--- src/rtl/counter_4b_pkg.sv ---
// Shared constants and direction encoding for the loadable up/down counter.
package counter_4b_pkg;

  localparam int unsigned DEFAULT_WIDTH = 4;
  localparam int unsigned DEFAULT_RST   = 0;

  typedef enum logic {
    DIR_UP   = 1'b0,
    DIR_DOWN = 1'b1
  } dir_e;

endpackage

--- src/rtl/counter_4b_next.sv ---
// Next-state logic for counter_4b: load (active-low) beats count, ASC_DESC picks direction.
module counter_4b_next
  import counter_4b_pkg::*;
#(
  parameter int unsigned WIDTH = DEFAULT_WIDTH
) (
  input  logic [WIDTH-1:0] COUNT,
  input  logic [WIDTH-1:0] D_in,
  input  logic             LOAD,
  input  logic             ASC_DESC,
  output logic [WIDTH-1:0] o_next
);

  localparam logic [WIDTH-1:0] ONE = WIDTH'(1);

  dir_e w_dir;

  assign w_dir = dir_e'(ASC_DESC);

  // Add/subtract wrap naturally modulo 2^WIDTH; no saturation.
  always_comb begin
    o_next = COUNT;
    if (!LOAD) begin
      o_next = D_in;
    end else if (w_dir == DIR_DOWN) begin
      o_next = COUNT - ONE;
    end else begin
      o_next = COUNT + ONE;
    end
  end

endmodule

--- src/rtl/counter_4b.sv ---
// Loadable up/down counter with synchronous reset; COUNT comes straight from a register.
// Define COUNTER_4B_TC_EN to add the combinational terminal-count output TC.
module counter_4b
  import counter_4b_pkg::*;
#(
  parameter int unsigned      WIDTH   = DEFAULT_WIDTH,
  parameter logic [WIDTH-1:0] RST_VAL = WIDTH'(DEFAULT_RST)
) (
  input  logic             clk,
  input  logic             rst,
  input  logic             LOAD,
  input  logic             ASC_DESC,
  input  logic [WIDTH-1:0] D_in,
  output logic [WIDTH-1:0] COUNT
`ifdef COUNTER_4B_TC_EN
  ,
  output logic             TC
`endif
);

  logic [WIDTH-1:0] r_count;
  logic [WIDTH-1:0] w_next;

  counter_4b_next #(
    .WIDTH (WIDTH)
  ) u_next (
    .COUNT    (r_count),
    .D_in     (D_in),
    .LOAD     (LOAD),
    .ASC_DESC (ASC_DESC),
    .o_next   (w_next)
  );

  always_ff @(posedge clk) begin
    if (rst) begin
      r_count <= RST_VAL;
    end else begin
      r_count <= w_next;
    end
  end

  assign COUNT = r_count;

`ifdef COUNTER_4B_TC_EN
  // TC flags the value from which the next count step would wrap.
  assign TC = ((dir_e'(ASC_DESC) == DIR_UP)   && (&r_count)) ||
              ((dir_e'(ASC_DESC) == DIR_DOWN) && (r_count == '0));
`endif

endmodule

--- config.mk ---
export PLATFORM = sky130hd
export DESIGN_NAME = counter_4b
export DESIGN_NICKNAME = d
export VERILOG_FILES = /design/src/rtl/counter_4b_pkg.sv /design/src/rtl/counter_4b_next.sv /design/src/rtl/counter_4b.sv
export SDC_FILE = /design/constraint.sdc
export NUM_CORES = 1
export LEC_CHECK = 0
export CORE_AREA = 2 2 39 41
export CTS_CLUSTER_SIZE = 8
export DETAILED_ROUTE_END_ITERATION = 10
export DIE_AREA = 0 0 41 43
export PLACE_DENSITY_LB_ADDON = 0.25
export SKIP_LAST_GASP = 1
export SYNTH_ARGS = -nofsm -noshare
export SYNTH_HDL_FRONTEND = slang
export SYNTH_HIERARCHICAL = 1
export SYNTH_SLANG_ARGS = --single-unit
--- constraint.sdc ---
create_clock -name clk -period 3.6 [get_ports clk]
set_input_delay 0.54 -clock clk [delete_from_list [all_inputs] [get_ports clk]]
set_output_delay 0.54 -clock clk [all_outputs]
set_load 0.05 [all_outputs]
==> results of run 1 <==
power groups by stage:
stage	clock network, uW	registers (uW)	logic [uW]
3_5_place_dp	0	53.1	59.9
5_1_grt	62.2	53.0	65.4
2_1_floorplan	0	68.3	22.3
3_3_place_gp	0	53.0	59.6
6_report	56.8	52.2	59.5
4_1_cts	60.4	52.3	60.1
cells by family after synthesis:
family	share of synthesized area (%)
XOR/XNOR	7.108
multiplexers	9.136
AND/OR/NAND/NOR	17.25
buffers and inverters	6.090
AO/OA/AOI/OAI	9.644
flip-flops	32.49
adder cells (fa/ha/maj)	18.27
cell usage after synthesis, drive strengths merged:
library cell,number
nor2,1
dfxtp,4
nor2b,4
a21o,1
nand3,2
ha,2
xor2,1
a21oi,1
xnor2,1
inv,4
mux2,2
a31oi,1
nand2,1
o21ai,1
fa,1
area by class of cell:
type                       count  area [sq um]
sequential                     4         80.08
fill                         158         984.7
timing repair buffer          11         110.1
inverter                       4         15.01
multi-input combinational     19         151.4
tap                           16         20.02
clock buffer                   3         22.52
routing by layer:
metal / up-vias / track usage [%]
li1: 118 / -
met5: - / 0
met1: 99 / 8.414
met4: 0 / 4.000
met2: 7 / 12.19
met3: 2 / 6.283
how the worst max path moves through the flow:
stage                                endpoint  slack [ps]  cells after the start                start
after global placement    COUNT[2]$_SDFF_PP0_        1350                      6             ASC_DESC
after CTS                 COUNT[2]$_SDFF_PP0_        1590                      6             ASC_DESC
after global routing      COUNT[2]$_SDFF_PP0_        1490                      6             ASC_DESC
after floorplan           COUNT[2]$_SDFF_PP0_        1820                      5  COUNT[0]$_SDFF_PP0_
final                     COUNT[2]$_SDFF_PP0_        1590                      6             ASC_DESC
after detailed placement  COUNT[2]$_SDFF_PP0_        1360                      6             ASC_DESC
worst max-delay path: stages:
cell and delay [ps]:
clkdlybuf4s50_1 560, inv_1 90, fa_1 440, xnor2_1 130, mux2_2 250, nor2b_1 120
cell usage in the layout, fill, tap and decap left out, drive strengths merged:
| cell | instances |
|---|---|
| dfxtp | 4 |
| clkdlybuf4s50 | 11 |
| nor2b | 4 |
| a21oi | 1 |
| inv | 4 |
| xnor2 | 1 |
| nor2 | 1 |
| mux2 | 2 |
| a21o | 1 |
| o21ai | 1 |
| clkbuf | 3 |
| a31oi | 1 |
| nand3 | 2 |
| xor2 | 1 |
| fa | 1 |
| ha | 2 |
| nand2 | 1 |
through the flow:
stage,total power (uW),util (%),instance area [sq um]
final,168.4,28.84,399.1
after global routing,180.6,28.84,399.1
after CTS,172.9,28.84,399.1
after detailed placement,113.0,27.22,376.6
after global placement,112.5,27.22,376.6
after floorplan,90.64,-,246.5
==> flow_summary.toml, run 1 <==
[clock_tree]
cts_setup_buffers = 0
cts_tree = "yes"
cts_hold_buf = 0
cts_buffer_depth = 2
clock-sinks = 4
clock_latency_ps = 240
cts-root-buf = "clkbuf_4"
cts_resized = 0
clk_pin_slew_ps = 40
h-tree-depth = 1
cts_buffers = 3

[power_and_ir_drop]
p_seq_share_pct = 31.0
p_sw_uw = 53.66
internal_power_uw = 114.8
cellPowerDensity_mw_per_mm2 = 422.0
clkPwrFrac_pct = 33.7
leakage_uw = 0.0001664
swShare_pct = 31.86
comb_power_share_pct = 35.3
vdd_drop_max_v = 0.0001261

[synthesis]
syn_avg_cell_area_sq_um = 9.129
synthCells = 27
synthDistinctLibCells = 15
synth.area.top_cells = "dfxtp_1 (32%), ha_1 (10%), nor2b_1 (10%)"
yosysWarningCount = 6
synth_seq_cells = 4
ys_seq_area_share_pct = 32.49
synth_fp_nets = 38
synth_area_leader_cell = "dfxtp_1"
netlist.area_leader.share_pct = 32.49
netlist_area_sq_um = 246.5

[cells_and_area]
layout.nets = 54
diodes = 0
syn_to_final_growth_pct = 61.93
largest_reg_flops = 4
drive_gt1_share_pct = 12.20
final_cells = 57

[detailed_routing]
drt-vias-per-instance = 3.965
drt_iter0_drc = 0
wl_per_cell_um = 9.754
wirelength_um = 556
dr.pass1.iters = 1
wl_met1_um = 225
antenna_left = 0
vias = 226
drc = 0
routed-wl-met3_um = 27
routed.top_layer = "met4"
dr_wl_met2_um = 284

[floorplan]
fp.dieW_um = 41
std_cell_rows = 14
dieArea_sq_mm = 0.001763
io_pins = 12
start_util_pct = 17.81
die_h_um = 43
core_region_area_sq_mm = 0.001384

[hold_path]
hold_end = "COUNT[0]$_SDFF_PP0_"
hold_path_depth = 3
min_path_type = "reg -> reg"
hp-start = "COUNT[0]$_SDFF_PP0_"

[grt]
grt_pass1_wl_um = 959
grt_max_degree = 5
antenna_found_initial = 0
grtUsageTotal_pct = 8.350
grt-ovfl-total = 0
grt_pass1_vias = 264

[job]
drv_cap = 0

[setup_path]
crit_type = "in -> reg"
cp.required_ps = 3720
path_max_fanout = 4
arrival_ps = 2130
regToRegSetupSlack_ps = 2150
r2r_cells = 5
rr_startpoint = "COUNT[0]$_SDFF_PP0_"
end_kind = "flip-flop"
r2r-end = "COUNT[2]$_SDFF_PP0_"
start_kind = "primary input"

[place]
post-dp-hpwl_um = 454
portBuffers = 11
place.gp.congestion = 0.6069
placed_cells = 54
pre_cts_ws_ps = 1357

[sta]
finalWorstSetupSlack_ps = 1594
hold_ws_ps = 707.1
skew_ps = 4.522
fin_crit_sh_pct = 55.73
maxSlewHeadroom_pct = 66.88
hold_viol = 0
fin_setup_tns_ps = 0
tightest_slew_ps = 495.3
rsz0062_at_grt = "no"
slew_violations = 0
max_freq_mhz = 498.5
fin_crit_ps = 2006
setup_viol = 0

[run_status]
status = "finished clean"
No activity file was read; power rests on OpenSTA's default activity.
==> run 2: changes to the inputs <==
==> constraint.sdc (replaced) <==
create_clock -name clk -period 2.1 [get_ports clk]
set_input_delay 0.315 -clock clk [delete_from_list [all_inputs] [get_ports clk]]
set_output_delay 0.315 -clock clk [all_outputs]
set_load 0.05 [all_outputs]
==> run 2 against run 1 <==
Compared with the run above:
- die area unchanged
- clock-buffer cell count unchanged
- cell count increased by 1.8%
- hold slack worse by 0.91 ps
- clock skew down 0.78 ps
- register-to-register slack lost 1500 ps
- critical path type is now reg -> out
- critical endpoint is now COUNT[0]
==> flow_summary.toml, run 2 (synthesis results as in run 1) <==
[floorplan]
die_h_um = 43
fp.dieW_um = 41
std_cell_rows = 14
core_region_area_sq_mm = 0.001384
start_util_pct = 17.81
dieArea_sq_mm = 0.001763
io_pins = 12

[sta]
maxSlewHeadroom_pct = 66.71
setup_viol = 0
fin_setup_tns_ps = 0
tightest_slew_ps = 497.8
slew_violations = 0
max_freq_mhz = 581.9
rsz0062_at_grt = "no"
fin_crit_sh_pct = 81.84
skew_ps = 3.740
fin_crit_ps = 1719
hold_viol = 0

[grt]
antenna_found_initial = 0
grt_max_degree = 5
grt_pass1_vias = 231
grt_use_met1_pct = 9.003
grt.met2_usage_pct = 10.31
use_met3_pct = 3.141
grt_pass1_wl_um = 910
top_usage_layer = "met2"
grt-ovfl-total = 0
grtUsageTotal_pct = 8.233

[clock_tree]
clock_latency_ps = 230
cts_hold_buf = 0
cts_buffers = 3
clk_pin_slew_ps = 40
cts_resized = 0
cts_setup_buffers = 0
h-tree-depth = 1
cts_buffer_depth = 2
cts-root-buf = "clkbuf_4"
cts_tree = "yes"
clock-sinks = 4

[setup_path]
cp_top_family = "buffers and inverters"
end_kind = "primary output"
path_cells = "clkdlybuf4s50_1"
crit_type = "reg -> out"
cp_num_buf_inv = 1
arrival_ps = 1400
critPathSlowestCell = "clkdlybuf4s50_1"
cp.required_ps = 1780
path_max_fanout = 3
crit_path_max_incr_delay_ps = 810
start_kind = "flip-flop"

[power_and_ir_drop]
cellPowerDensity_mw_per_mm2 = 706.4
vdd_drop_max_v = 0.0001380
leakage_uw = 0.0001712

[detailed_routing]
wl_per_cell_um = 9.328
drc = 0
dr.pass1.iters = 4
wirelength_um = 541
drt_iter0_drc = 5
vias = 216
antenna_left = 0
drt-vias-per-instance = 3.724

[place]
post-dp-hpwl_um = 463.2
place.gp.congestion = 0.5869
placed_cells = 55
portBuffers = 11

[cells_and_area]
final_common_cell = "clkdlybuf4s50_1"
nFillCells = 162
final_cell_mix = "clkdlybuf4s50_1 (11), dfxtp_1 (4), nor2b_1 (4), inv_1 (4), clkbuf_4 (3)"
final_cells = 58
layout.nets = 55
multiInputGateArea_sq_um = 151.4
syn_to_final_growth_pct = 64.97
largest_reg_flops = 4
diodes = 0
drive_gt1_share_pct = 14.29
regArea_sq_um = 80.08

[run_status]
status = "finished clean"

[hold_path]
min_path_type = "reg -> reg"

[job]
drv_cap = 0
[run 2: changes by cell type in the layout (fill, tap and decap cells not counted), sizes merged]
cell | previous run | this run
buf | 0 | 1
[run 2: final cells by class]
cell class	count	share of cell area, %
multi-input cells	19	37.23
repair buffers	12	28.92
flip-flops and latches	4	19.69
clock buffers	3	5.538
well taps	16	4.923
inverters	4	3.692
[run 2: final timing paths]
path | cells after the start | startpoint | slack, ps | to
worst max register to register | 5 | COUNT[0]$_SDFF_PP0_ | 640 | COUNT[2]$_SDFF_PP0_
worst min register to register | 3 | COUNT[0]$_SDFF_PP0_ | 710 | COUNT[0]$_SDFF_PP0_
worst max-delay path | 1 | COUNT[0]$_SDFF_PP0_ | 380 | COUNT[0]
worst min-delay path | 3 | COUNT[0]$_SDFF_PP0_ | 710 | COUNT[0]$_SDFF_PP0_
[run 2: where the power goes]
| part | total [uW] | switching [uW] | internal [uW] | leakage (uW) |
|---|---|---|---|---|
| combinational | 102 | 53.0 | 49.2 | 0.000124 |
| sequential | 89.8 | 5.54 | 84.3 | 0.0000334 |
| clock | 95.2 | 31.3 | 63.9 | 0.0000138 |
| total | 287 | 89.8 | 197 | 0.000171 |
[run 2: worst reg2reg max path, stage by stage (launching register included)]
cell	delay (ps)
dfxtp_1	360
inv_1	80
fa_1	400
xnor2_1	130
mux2_2	250
nor2b_1	120
[run 2: metal layers]
metal	part of all wire (%)	vias up	wire length, um
met5	0	-	0
met2	50	4	272
met3	2.8	2	15
met4	3.5	0	19
met1	43	91	235
li1	-	119	-
[run 2: through the flow]
step	total power [uW]	worst slack, ps	area, sq um	utilization [%]	hold WS, ps
after floorplan	155.4	324.1	246.5	-	386.6
after global placement	193.9	199.7	384.1	27.76	698.3
after detailed placement	194.6	184.9	384.1	27.76	691.6
after CTS	294.1	372.1	406.6	29.39	704.9
after global routing	310.8	328.2	406.6	29.39	749.8
final	287.2	381.4	406.6	29.39	706.1
